<file path="src/rtl/sim_tsi_fifo_bridge.sv">
// rtl/sim_tsi_fifo_bridge.sv - width-converting FIFO bridge between a target word stream and a 32-bit host beat stream
module sim_tsi_fifo_bridge #(
    parameter int CHIPID    = 0,
    parameter int WIDTH     = 32,
    parameter int OUT_DEPTH = 4,
    parameter int IN_DEPTH  = 4,
    parameter int TICK_DIV  = 1
) (
    input  logic                           clock,
    input  logic                           reset,
    input  logic                           tsi_out_valid,
    output logic                           tsi_out_ready,
    input  logic [WIDTH-1:0]               tsi_out_bits,
    output logic                           tsi_in_valid,
    input  logic                           tsi_in_ready,
    output logic [WIDTH-1:0]               tsi_in_bits,
    output logic                           host_out_valid,
    input  logic                           host_out_ready,
    output logic [31:0]                    host_out_bits,
    input  logic                           host_in_valid,
    output logic                           host_in_ready,
    input  logic [31:0]                    host_in_bits,
    input  logic [31:0]                    host_exit,
    output logic [31:0]                    exit,
    output logic [$clog2(OUT_DEPTH+1)-1:0] out_level,
    output logic [$clog2(IN_DEPTH+1)-1:0]  in_level
);
    localparam int BEATS = WIDTH / 32;
    localparam int BW    = (BEATS > 1) ? $clog2(BEATS) : 1;
    localparam int TW    = (TICK_DIV > 1) ? $clog2(TICK_DIV) : 1;
    localparam int OPW   = $clog2(OUT_DEPTH);
    localparam int IPW   = $clog2(IN_DEPTH);
    localparam int OLW   = $clog2(OUT_DEPTH + 1);
    localparam int ILW   = $clog2(IN_DEPTH + 1);

    // CHIPID is consumed only by the host-side DPI wrapper.
    if (CHIPID < 0) begin : g_chipid_tag
    end

    logic [TW-1:0]    r_tick_cnt;
    logic             w_tick;

    logic [WIDTH-1:0] r_out_mem [OUT_DEPTH];
    logic [OPW-1:0]   r_out_wr;
    logic [OPW-1:0]   r_out_rd;
    logic [OLW-1:0]   r_out_level;
    logic [BW-1:0]    r_b;
    logic             w_b_last;
    logic             w_out_push;
    logic             w_out_beat;
    logic             w_out_pop;

    logic [WIDTH-1:0] r_in_mem [IN_DEPTH];
    logic [IPW-1:0]   r_in_wr;
    logic [IPW-1:0]   r_in_rd;
    logic [ILW-1:0]   r_in_level;
    logic [BW-1:0]    r_a;
    logic [WIDTH-1:0] r_asm;
    logic [WIDTH-1:0] w_asm_word;
    logic             w_a_last;
    logic             w_in_beat;
    logic             w_in_push;
    logic             w_in_pop;

    logic [31:0]      r_exit;

    // Host-side rate divider: tick on count 0, so the first cycle out of reset is a tick.
    always_ff @(posedge clock) begin
        if (reset || r_tick_cnt == TW'(TICK_DIV - 1)) begin
            r_tick_cnt <= '0;
        end else begin
            r_tick_cnt <= r_tick_cnt + 1'b1;
        end
    end

    assign w_tick = !reset && (r_tick_cnt == '0);

    // Target-to-host path: readiness comes only from registered level, no pop bypass.
    assign tsi_out_ready  = !reset && (r_out_level < OLW'(OUT_DEPTH));
    assign host_out_valid = w_tick && (r_out_level != '0);
    assign host_out_bits  = 32'(r_out_mem[r_out_rd] >> {r_b, 5'b0});
    assign w_b_last       = (r_b == BW'(BEATS - 1));
    assign w_out_push     = tsi_out_valid && tsi_out_ready;
    assign w_out_beat     = host_out_valid && host_out_ready;
    assign w_out_pop      = w_out_beat && w_b_last;
    assign out_level      = r_out_level;

    // Out FIFO storage; contents need no reset since level gates every read.
    always_ff @(posedge clock) begin
        if (w_out_push) begin
            r_out_mem[r_out_wr] <= tsi_out_bits;
        end
    end

    // Out FIFO pointers, level and serializer beat counter.
    always_ff @(posedge clock) begin
        if (reset) begin
            r_out_wr    <= '0;
            r_out_rd    <= '0;
            r_out_level <= '0;
            r_b         <= '0;
        end else begin
            if (w_out_push) begin
                r_out_wr <= r_out_wr + 1'b1;
            end
            if (w_out_pop) begin
                r_out_rd <= r_out_rd + 1'b1;
            end
            if (w_out_beat) begin
                r_b <= w_b_last ? '0 : r_b + 1'b1;
            end
            r_out_level <= r_out_level + OLW'(w_out_push) - OLW'(w_out_pop);
        end
    end

    // Host-to-target path: last beat bypasses the assembler straight into the FIFO.
    assign host_in_ready = w_tick && (r_in_level < ILW'(IN_DEPTH));
    assign tsi_in_valid  = !reset && (r_in_level != '0);
    assign tsi_in_bits   = r_in_mem[r_in_rd];
    assign w_a_last      = (r_a == BW'(BEATS - 1));
    assign w_in_beat     = host_in_valid && host_in_ready;
    assign w_in_push     = w_in_beat && w_a_last;
    assign w_in_pop      = tsi_in_valid && tsi_in_ready;
    assign in_level      = r_in_level;

    // Assembled word: earlier beats from the assembler, top beat from the live input.
    always_comb begin
        w_asm_word                  = r_asm;
        w_asm_word[WIDTH-1 -: 32]   = host_in_bits;
    end

    // In FIFO storage.
    always_ff @(posedge clock) begin
        if (w_in_push) begin
            r_in_mem[r_in_wr] <= w_asm_word;
        end
    end

    // In FIFO pointers, level and assembler; reset discards any partial word.
    always_ff @(posedge clock) begin
        if (reset) begin
            r_in_wr    <= '0;
            r_in_rd    <= '0;
            r_in_level <= '0;
            r_a        <= '0;
            r_asm      <= '0;
        end else begin
            if (w_in_beat) begin
                r_asm <= (r_asm & ~(WIDTH'(32'hFFFF_FFFF) << {r_a, 5'b0}))
                       | (WIDTH'(host_in_bits) << {r_a, 5'b0});
                r_a   <= w_a_last ? '0 : r_a + 1'b1;
            end
            if (w_in_push) begin
                r_in_wr <= r_in_wr + 1'b1;
            end
            if (w_in_pop) begin
                r_in_rd <= r_in_rd + 1'b1;
            end
            r_in_level <= r_in_level + ILW'(w_in_push) - ILW'(w_in_pop);
        end
    end

    // Sticky exit code: first nonzero host value wins until reset.
    always_ff @(posedge clock) begin
        if (reset) begin
            r_exit <= '0;
        end else if (r_exit == '0 && host_exit != '0) begin
            r_exit <= host_exit;
        end
    end

    assign exit = r_exit;

endmodule

</file>
<file path="config.mk">
export PLATFORM = sky130hd
export DESIGN_NAME = sim_tsi_fifo_bridge
export DESIGN_NICKNAME = d
export VERILOG_FILES = /design/src/rtl/sim_tsi_fifo_bridge.sv
export SDC_FILE = /design/constraint.sdc
export NUM_CORES = 1
export LEC_CHECK = 0
export ABC_AREA = 1
export CORE_MARGIN = 1.5
export CORE_UTILIZATION = 50
export DETAILED_ROUTE_END_ITERATION = 8
export PLACE_DENSITY = 0.87
export SLEW_MARGIN = 20
export SYNTH_ARGS = -nofsm -noshare
export SYNTH_HDL_FRONTEND = slang
export SYNTH_SLANG_ARGS = --single-unit
</file>
<file path="constraint.sdc">
create_clock -name clock -period 6.9 [get_ports clock]
set_clock_uncertainty 0.2 [all_clocks]
set_input_delay 1.38 -clock clock [delete_from_list [all_inputs] [get_ports clock]]
set_output_delay 1.38 -clock clock [all_outputs]
set_load 0.01 [all_outputs]
</file>
==> results.ini, run 1 <==
[critical_path]
worstSetupPathType = reg2out
cp_data_required_time_ns = 5.32
crit_path_start_kind = register
endpoint_kind = output pin
worst_ep_arrival_time_ns = 3.15
path_max_fanout = 65
cp_common_cell = buf_4
path_cells = buf_4, clkinv_1, buf_4, o21ai_0, o22ai_1, clkdlybuf4s50_1
cpPeakStageDelay_ns = 0.50
cp_slowest_cell = clkdlybuf4s50_1

[synth]
postSynthAreaPerCell_um2 = 12.0
yosysSeqAreaShare = 0.726
synth_largest_area_cell = edfxtp_1
netlist_area_um2 = 12000
synth_area_leaders = edfxtp_1 (64%), dfxtp_1 (8.5%), nor2_1 (6.6%), o21ai_0 (5.7%), o22ai_1 (3.3%)
ys_types = 23
synth_top_area_frac = 0.640
synth_nets = 1117
syn_inst = 1001
ys_warn_count = 0
ys_seq_elements = 307

[layout]
final_layout_size_suffix_gt1_frac = 0.0549
multi_input_area_um2 = 2780
final_common_cell = edfxtp_1
layout_common_cells = edfxtp_1 (256), clkdlybuf4s50_1 (207), nor2_1 (202)
nFillCells = 1713
finalCoreUtilization = 0.645
num_antenna_cells = 0
num-nets-final = 1315
syn_to_final_growth_pct = 26.6
final_cell_area_um2 = 15200
regArea_um2 = 8710

[floorplan]
io_pins = 208
die_area_um2 = 24900
core.rowCount = 56
die_w_um = 158
core_area_um2 = 23500
start_util = 0.510
die_h_um = 158

[route]
wl_per_cell_um = 17.2
routed_wl_um = 26500
drtIter0Drc = 547
wl_met3_um = 1960
via_count = 8199
wl_met2_um = 13500
routed.top_layer = met4
firstDrtPassIters = 7
ant_nets = 0
wl_met1_um = 10200
route.detailed.drc = 0
vias_per_cell = 5.33

[placed_design]
io_buffers = 207
globalplace.congestion = 0.821
place_area_um2 = 14300
dpl.hpwl_um = 15900

[clock_tree]
cts_resized = 0
cts_max_level = 1
clock_sinks = 307
ctsHoldBuffers = 0
cts_buffers = 30
cts_buffer_depth = 3
clock_latency_ns = 0.54
postCtsSetupRepairBufs = 0
cts_root_buf = clkbuf_16
path_clk_slew_ns = 0.06
cts_tree = yes

[min_path]
hp-class = reg2reg

[timing]
fmax_mhz = 211
period_needed_ns = 4.73
timing.hold.ws_ns = 0.269
rsz0062_at_grt = false
tightest_slew_ns = 1.07
hold_viol_final = 0
maxSlewViolCount = 0
post-route-period-util = 0.685
finalSetupViolations = 0
slew_headroom = 0.283
final.setup.tns_ns = 0

[global_routing]
grt_start_max_net_pins = 66
grt_usage = 0.210
grt_first_pass_wirelength_um = 40700
antenna_found_initial = 0
overflow = 0
grt_pass1_vias = 7980

[power_and_ir_drop]
vdd_drop_max_mv = 0.212
power_density_nw_per_um2 = 313
p_total_mw = 4.76
leakagePower_nw = 5.39

[status]
status = finished clean

[job]
cap_violations = 0

==> where the power goes <==
group	internal (mW)	switching (mW)
clock network	0.816	0.634
logic	0.497	0.577
registers	2.14	0.0966
total	3.45	1.31
==> path summary, 6_finish.rpt <==
check	from	endpoint	slack (ns)	cells after the start
max reg2reg	r_tick_cnt$_SDFF_PP0_	in_level[2]$_SDFF_PP0_	4.37	12
min	r_in_rd[1]$_SDFFE_PP0P_	r_in_rd[1]$_SDFFE_PP0P_	0.27	2
max	register	host_out_bits[4]	2.17	6
min reg2reg	r_in_rd[1]$_SDFFE_PP0P_	r_in_rd[1]$_SDFFE_PP0P_	0.27	2
==> synth_stat cells <==
master,instances
o22ai_1,64
buf_1,7
inv_1,65
edfxtp_1,256
clkinv_1,2
nand2_1,59
buf_6,9
nand2_2,3
buf_2,8
nor2_1,210
o21ai_0,136
nor2_8,1
fa_1,2
conb_1,1
a21oi_1,42
xor2_1,2
ha_1,12
nand4_1,2
clkbuf_1,31
o21a_1,1
dfxtp_1,51
a31oi_1,2
nand3_1,35
==> metrics by stage <==
step / instances / setup WS (ns)
finish: 1539 / 2.17
global route: 1539 / 1.95
CTS: 1539 / 2.13
detailed placement: 1486 / 2.20
global placement: 1486 / 2.19
floorplan: 1001 / 2.80
==> per-layer routing <==
metal,vias to the layer above,GRT usage
li1,3933,-
met1,3918,0.253
met2,290,0.370
met3,58,0.0490
met4,0,0.0730
met5,-,0
==> cells by family (layout without fill, tap and decap cells) <==
| logic type | Yosys count | after routing | synth area share |
|---|---|---|---|
| fa+ha+maj | 14 | 14 | 0.0158 |
| buf+inv | 122 | 341 | 0.0446 |
| xor+xnor | 2 | 2 | 0.00146 |
| compound gates | 245 | 245 | 0.109 |
| flops | 307 | 307 | 0.726 |
| simple gates | 310 | 310 | 0.103 |
| other cells | 1 | 1 | 0.000312 |
==> worst max-delay path: cells and delay by family (launching register included) <==
kind            cells  cell delay [ns]
buf+inv             4             1.88
compound gates      2             0.36
flops               1             0.31
==> registers in the layout, summed over array words and instances, names as in the netlist, named ones only <==
name	flops
out_level	3
r_in_mem	128
r_out_rd	2
r_in_rd	2
r_out_wr	2
r_out_mem	128
r_tick_cnt	1
r_in_wr	2
exit	32
in_level	3
==> cell type report <==
type	instances	share of cell area
clock buffers	41	0.0535
repair buffers	221	0.143
inverters	67	0.0166
flip-flops and latches	307	0.574
clock inverters	12	0.00379
well taps	319	0.0263
multi-input cells	572	0.183
(Power assumes the default switching activity.)
==> run 2, diff against run 1 <==
- clock period: 6.9 -> 4.75 ns (I/O delays scaled with it)
==> results.ini, run 2 (synthesis gave the netlist of run 1 again) <==
[timing]
slew_headroom = 0.267  ; -0.0162
rsz0062_at_grt = false
final.setup.tns_ns = 0  ; unchanged
post-route-period-util = 0.860
hold_viol_final = 0  ; unchanged
finalSetupViolations = 0  ; unchanged
setup_ws_ns = 0.666  ; -1.51 ns
period_needed_ns = 4.08
tightest_slew_ns = 1.10  ; +0.0242 ns
fmax_mhz = 245
maxSlewViolCount = 0  ; unchanged
timing.hold.ws_ns = 0.270  ; +0.00135 ns

[critical_path]
reg2reg_to = in_level[2]$_SDFF_PP0_
r2r_setup_slack_ns = 2.32  ; -2.05 ns
path_buf_inv = 3  ; -1
ff2ff_path_depth = 12  ; unchanged
worstSetupPathType = reg2out
worst_ep_arrival_time_ns = 2.93  ; -0.22 ns
cp_slowest_cell = clkinv_1
endpoint_kind = output pin
path_cells = clkinv_1, buf_4, o21ai_0, o22ai_1, clkdlybuf4s50_1
critPathTopFamily = buffers and inverters
crit_path_start_kind = register
cpPeakStageDelay_ns = 0.67  ; +0.17 ns
path_max_fanout = 34  ; -48%
cp_data_required_time_ns = 3.60  ; -1.72 ns
r2r_start = r_tick_cnt$_SDFF_PP0_

[clock_tree]
clock_sinks = 307  ; unchanged
clock_latency_ns = 0.54  ; about the same
cts_root_buf = clkbuf_16
cts_tree = yes
cts_resized = 0  ; unchanged
ctsHoldBuffers = 0  ; unchanged
postCtsSetupRepairBufs = 0  ; unchanged
path_clk_slew_ns = 0.06  ; about the same
cts_buffers = 30  ; unchanged
cts_max_level = 1  ; unchanged
cts_buffer_depth = 3  ; unchanged

[route]
via_count = 8304  ; +1.3%
ant_nets = 0  ; unchanged
route.detailed.drc = 0  ; unchanged
firstDrtPassIters = 5  ; -2
vias_per_cell = 5.38  ; +0.95%
drtIter0Drc = 585  ; +6.9%
routed_wl_um = 27100  ; +2.1%
wl_per_cell_um = 17.5  ; +1.8%

[placed_design]
io_buffers = 207  ; unchanged
placed_cells = 1489  ; +0.20%
place_area_um2 = 14300  ; +0.16%
dpl.hpwl_um = 16500  ; +3.9%
globalplace.congestion = 0.838  ; +2.2%
dp_slack_ns = 0.882  ; -1.32 ns

[min_path]
worst_hold_path.num_cells = 2  ; unchanged
hold_end = r_in_rd[1]$_SDFFE_PP0P_
hp-class = reg2reg
min_from = r_in_rd[1]$_SDFFE_PP0P_

[layout]
stdcell_count = 1544  ; +0.32%
multi_input_area_um2 = 2780  ; unchanged
layout_common_cells = edfxtp_1 (256), clkdlybuf4s50_1 (207), nor2_1 (202)
nFillCells = 1704  ; -0.53%
syn_to_final_growth_pct = 27.9
regArea_um2 = 8710  ; about the same
num_antenna_cells = 0  ; unchanged
final_layout_size_suffix_gt1_frac = 0.0629  ; +0.00794
final_cell_area_um2 = 15300  ; +1.0%
num-nets-final = 1318  ; +0.23%
finalCoreUtilization = 0.652  ; +0.00670
final_common_cell = edfxtp_1

[global_routing]
grt_usage = 0.215  ; +0.00513
grt_pass1_vias = 8238  ; +3.2%
overflow = 0  ; unchanged
grt_first_pass_wirelength_um = 41700  ; +2.3%
grt_start_max_net_pins = 65  ; -1.5%
antenna_found_initial = 0  ; unchanged

[floorplan]
core.rowCount = 56  ; unchanged
io_pins = 208  ; unchanged
start_util = 0.510  ; unchanged
die_area_um2 = 24900  ; unchanged
die_h_um = 158  ; unchanged
die_w_um = 158  ; unchanged
core_area_um2 = 23500  ; unchanged

[power_and_ir_drop]
power_density_nw_per_um2 = 468  ; +49%
p_total_mw = 7.18  ; +51%
leakagePower_nw = 5.45  ; +1.1%
vdd_drop_max_mv = 0.372  ; +75%

[status]
status = finished clean

[job]
cap_violations = 0  ; unchanged

[run 2: final cells by class]
class,instances,share of cell area
Clock buffer,33,0.0510
Sequential cell,307,0.568
Timing Repair Buffer,224,0.143
Multi-Input combinational cell,572,0.181
Inverter,67,0.0164
Clock inverter,22,0.0147
Tap cell,319,0.0260
[run 2: worst register-to-register path: stages (launching register included)]
cell and delay (ns):
dfxtp_1 0.30, nor2_1 0.12, inv_1 0.09, nor2_1 0.15, nand2_2 0.16, ha_1 0.32, inv_1 0.05, ha_1 0.13
inv_1 0.05, fa_1 0.37, xor2_1 0.16, o21ai_0 0.16, a21oi_1 0.06
[run 2: how the worst max path moves through the flow]
stage / startpoint / to / slack [ns] / cells past startpoint
after CTS: register / tsi_in_bits[3] / 0.72 / 5
after floorplan: reset / r_in_mem[0][0]$_DFFE_PP_ / 1.08 / 6
after detailed placement: reset / in_level[2]$_SDFF_PP0_ / 0.88 / 13
after global placement: reset / host_in_ready / 0.92 / 5
final: register / tsi_in_bits[3] / 0.67 / 5
after global routing: register / tsi_in_bits[13] / 0.45 / 5
[run 2: where the power goes]
| part | internal [mW] | leakage (nW) | switching, mW |
|---|---|---|---|
| combinational | 0.724 | 2.25 | 0.869 |
| sequential | 3.10 | 2.73 | 0.113 |
| clock | 1.40 | 0.465 | 0.967 |
[run 2: layer usage]
layer,up-vias,wire [um],track usage
met5,-,0,0
met4,0,826,0.0810
met3,57,2050,0.0512
met2,322,13800,0.375
met1,3977,10400,0.260
li1,3948,-,-
==> run 3, diff against run 2 <==
- ABC_CLOCK_PERIOD_IN_PS: not set -> 4750
- CORE_MARGIN: 1.5 -> not set
==> results.ini, run 3 (synthesis gave the netlist of run 1 again) <==
[route]
drtIter0Drc = 575  ; -1.7%
route.detailed.drc = 0  ; unchanged
routed_wl_um = 27000  ; -0.13%
firstDrtPassIters = 5  ; unchanged
vias_per_cell = 5.33  ; -0.92%
via_count = 8249  ; -0.66%
wl_per_cell_um = 17.5  ; -0.39%
ant_nets = 0  ; unchanged

[clock_tree]
clock_latency_ns = 0.54  ; about the same
path_clk_slew_ns = 0.06  ; about the same
cts_buffer_depth = 3  ; unchanged
cts_resized = 0  ; unchanged
cts_tree = yes
cts_buffers = 31  ; +3.3%
cts_max_level = 1  ; unchanged
cts_root_buf = clkbuf_16
clock_sinks = 307  ; unchanged
ctsHoldBuffers = 0  ; unchanged
postCtsSetupRepairBufs = 0  ; unchanged

[global_routing]
grt_first_pass_wirelength_um = 41700  ; about the same
grt_usage = 0.219  ; +0.00337
overflow = 0  ; unchanged
antenna_found_initial = 3  ; +3
grt_pass1_vias = 8085  ; -1.9%
grt_start_max_net_pins = 65  ; unchanged

[status]
status = finished clean

[job]
cap_violations = 0  ; unchanged

[power_and_ir_drop]
power_density_nw_per_um2 = 471  ; +0.71%
p_sw_frac = 0.269  ; -0.00213
vdd_drop_max_mv = 0.373  ; +0.28%
internal-power_mw = 5.29  ; +1.1%
comb_power_share = 0.221  ; about the same
switchingPower_mw = 1.95  ; about the same
p_total_mw = 7.24  ; +0.85%
seqPwrFrac = 0.444  ; -0.004
leakagePower_nw = 5.47  ; +0.27%
power_frac_clock = 0.335  ; +0.005

[floorplan]
start_util = 0.511  ; +0.00152
io_pins = 208  ; unchanged
core_area_um2 = 23500  ; -0.30%
die_w_um = 157  ; -0.63%
die_area_um2 = 24600  ; -1.3%
die_h_um = 157  ; -0.63%
core.rowCount = 56  ; unchanged

[min_path]
hp-class = reg2reg

[critical_path]
worstSetupPathType = in2out
startpoint = reset
reg2reg_to = in_level[2]$_SDFF_PP0_
crit_path_start_kind = input pin
ff2ff_path_depth = 12  ; unchanged
r2r_start = r_tick_cnt$_SDFF_PP0_
cp_data_required_time_ns = 3.60  ; about the same
endpoint_kind = output pin
path_max_fanout = 9  ; -74%
cp-endpoint = host_in_ready
r2r_setup_slack_ns = 2.27  ; -0.05 ns
worst_ep_arrival_time_ns = 2.63  ; -0.30 ns

[placed_design]
dp_slack_ns = 0.961  ; +0.0789 ns
place_area_um2 = 14300  ; unchanged
globalplace.congestion = 0.845  ; +0.84%
placed_cells = 1489  ; unchanged
io_buffers = 207  ; unchanged
dpl.hpwl_um = 16200  ; -1.7%

[layout]
final_common_cell = edfxtp_1
final_layout_size_suffix_gt1_frac = 0.0612  ; -0.00168
nFillCells = 1694  ; -0.59%
final_cell_area_um2 = 15400  ; +0.14%
num-nets-final = 1319  ; +0.076%
layout_common_cells = edfxtp_1 (256), clkdlybuf4s50_1 (207), nor2_1 (202)
finalCoreUtilization = 0.655  ; +0.00285
stdcell_count = 1548  ; +0.26%
syn_to_final_growth_pct = 28.1

[timing]
final.setup.tns_ns = 0  ; unchanged
post-route-period-util = 0.796  ; -0.0635
hold_viol_final = 0  ; unchanged
rsz0062_at_grt = false
finalSetupViolations = 0  ; unchanged
fmax_mhz = 264  ; +8.0%
timing.hold.ws_ns = 0.279  ; +0.00900 ns
setup_ws_ns = 0.967  ; +0.302 ns
period_needed_ns = 3.78  ; -0.302 ns
maxSlewViolCount = 0  ; unchanged
slew_headroom = 0.263  ; -0.00369
tightest_slew_ns = 1.10  ; +0.00552 ns

[run 3: critical path: stages]
cell             delay, ns
clkdlybuf4s50_1       0.57
nor2_1                0.22
inv_1                 0.08
nor2_1                0.17
clkdlybuf4s50_1       0.64
[run 3: metal layers]
metal	vias up	wire (um)	GRT usage
met1	3946	10500	0.271
li1	3940	-	-
met5	-	0	0
met2	314	13700	0.369
met3	49	2020	0.0498
met4	0	805	0.0915
[run 3: worst min path at each step]
stage,cells after the start,to,startpoint,slack (ns)
6_report,2,r_in_rd[1]$_SDFFE_PP0P_,r_in_rd[1]$_SDFFE_PP0P_,0.28
2_1_floorplan,2,register,r_in_rd[1]$_SDFFE_PP0P_,0.24
3_3_place_gp,2,r_in_rd[1]$_SDFFE_PP0P_,r_in_rd[1]$_SDFFE_PP0P_,0.25
3_5_place_dp,2,r_in_rd[1]$_SDFFE_PP0P_,r_in_rd[1]$_SDFFE_PP0P_,0.27
5_1_grt,2,r_in_rd[0]$_SDFFE_PP0P_,r_in_rd[0]$_SDFFE_PP0P_,0.30
4_1_cts,2,r_in_rd[0]$_SDFFE_PP0P_,r_in_rd[0]$_SDFFE_PP0P_,0.28
[run 3: power by group through the flow]
stage | logic, mW | registers, mW | clock network (mW)
final | 1.60 | 3.21 | 2.43
after global routing | 1.76 | 3.23 | 2.57
after CTS | 1.60 | 3.21 | 2.46
after detailed placement | 1.58 | 3.26 | 0
after global placement | 1.55 | 3.26 | 0
after floorplan | 0.941 | 3.29 | 0
[run 3: area by class of cell]
type	count	area [um2]	share of cell area
inverter	67	251	0.0164
multi-input combinational	572	2780	0.181
clock buffer	37	798	0.0519
sequential	307	8710	0.567
tap	319	399	0.0260
timing repair buffer	224	2200	0.143
clock inverter	19	224	0.0146
antenna	3	7.51	0.000488
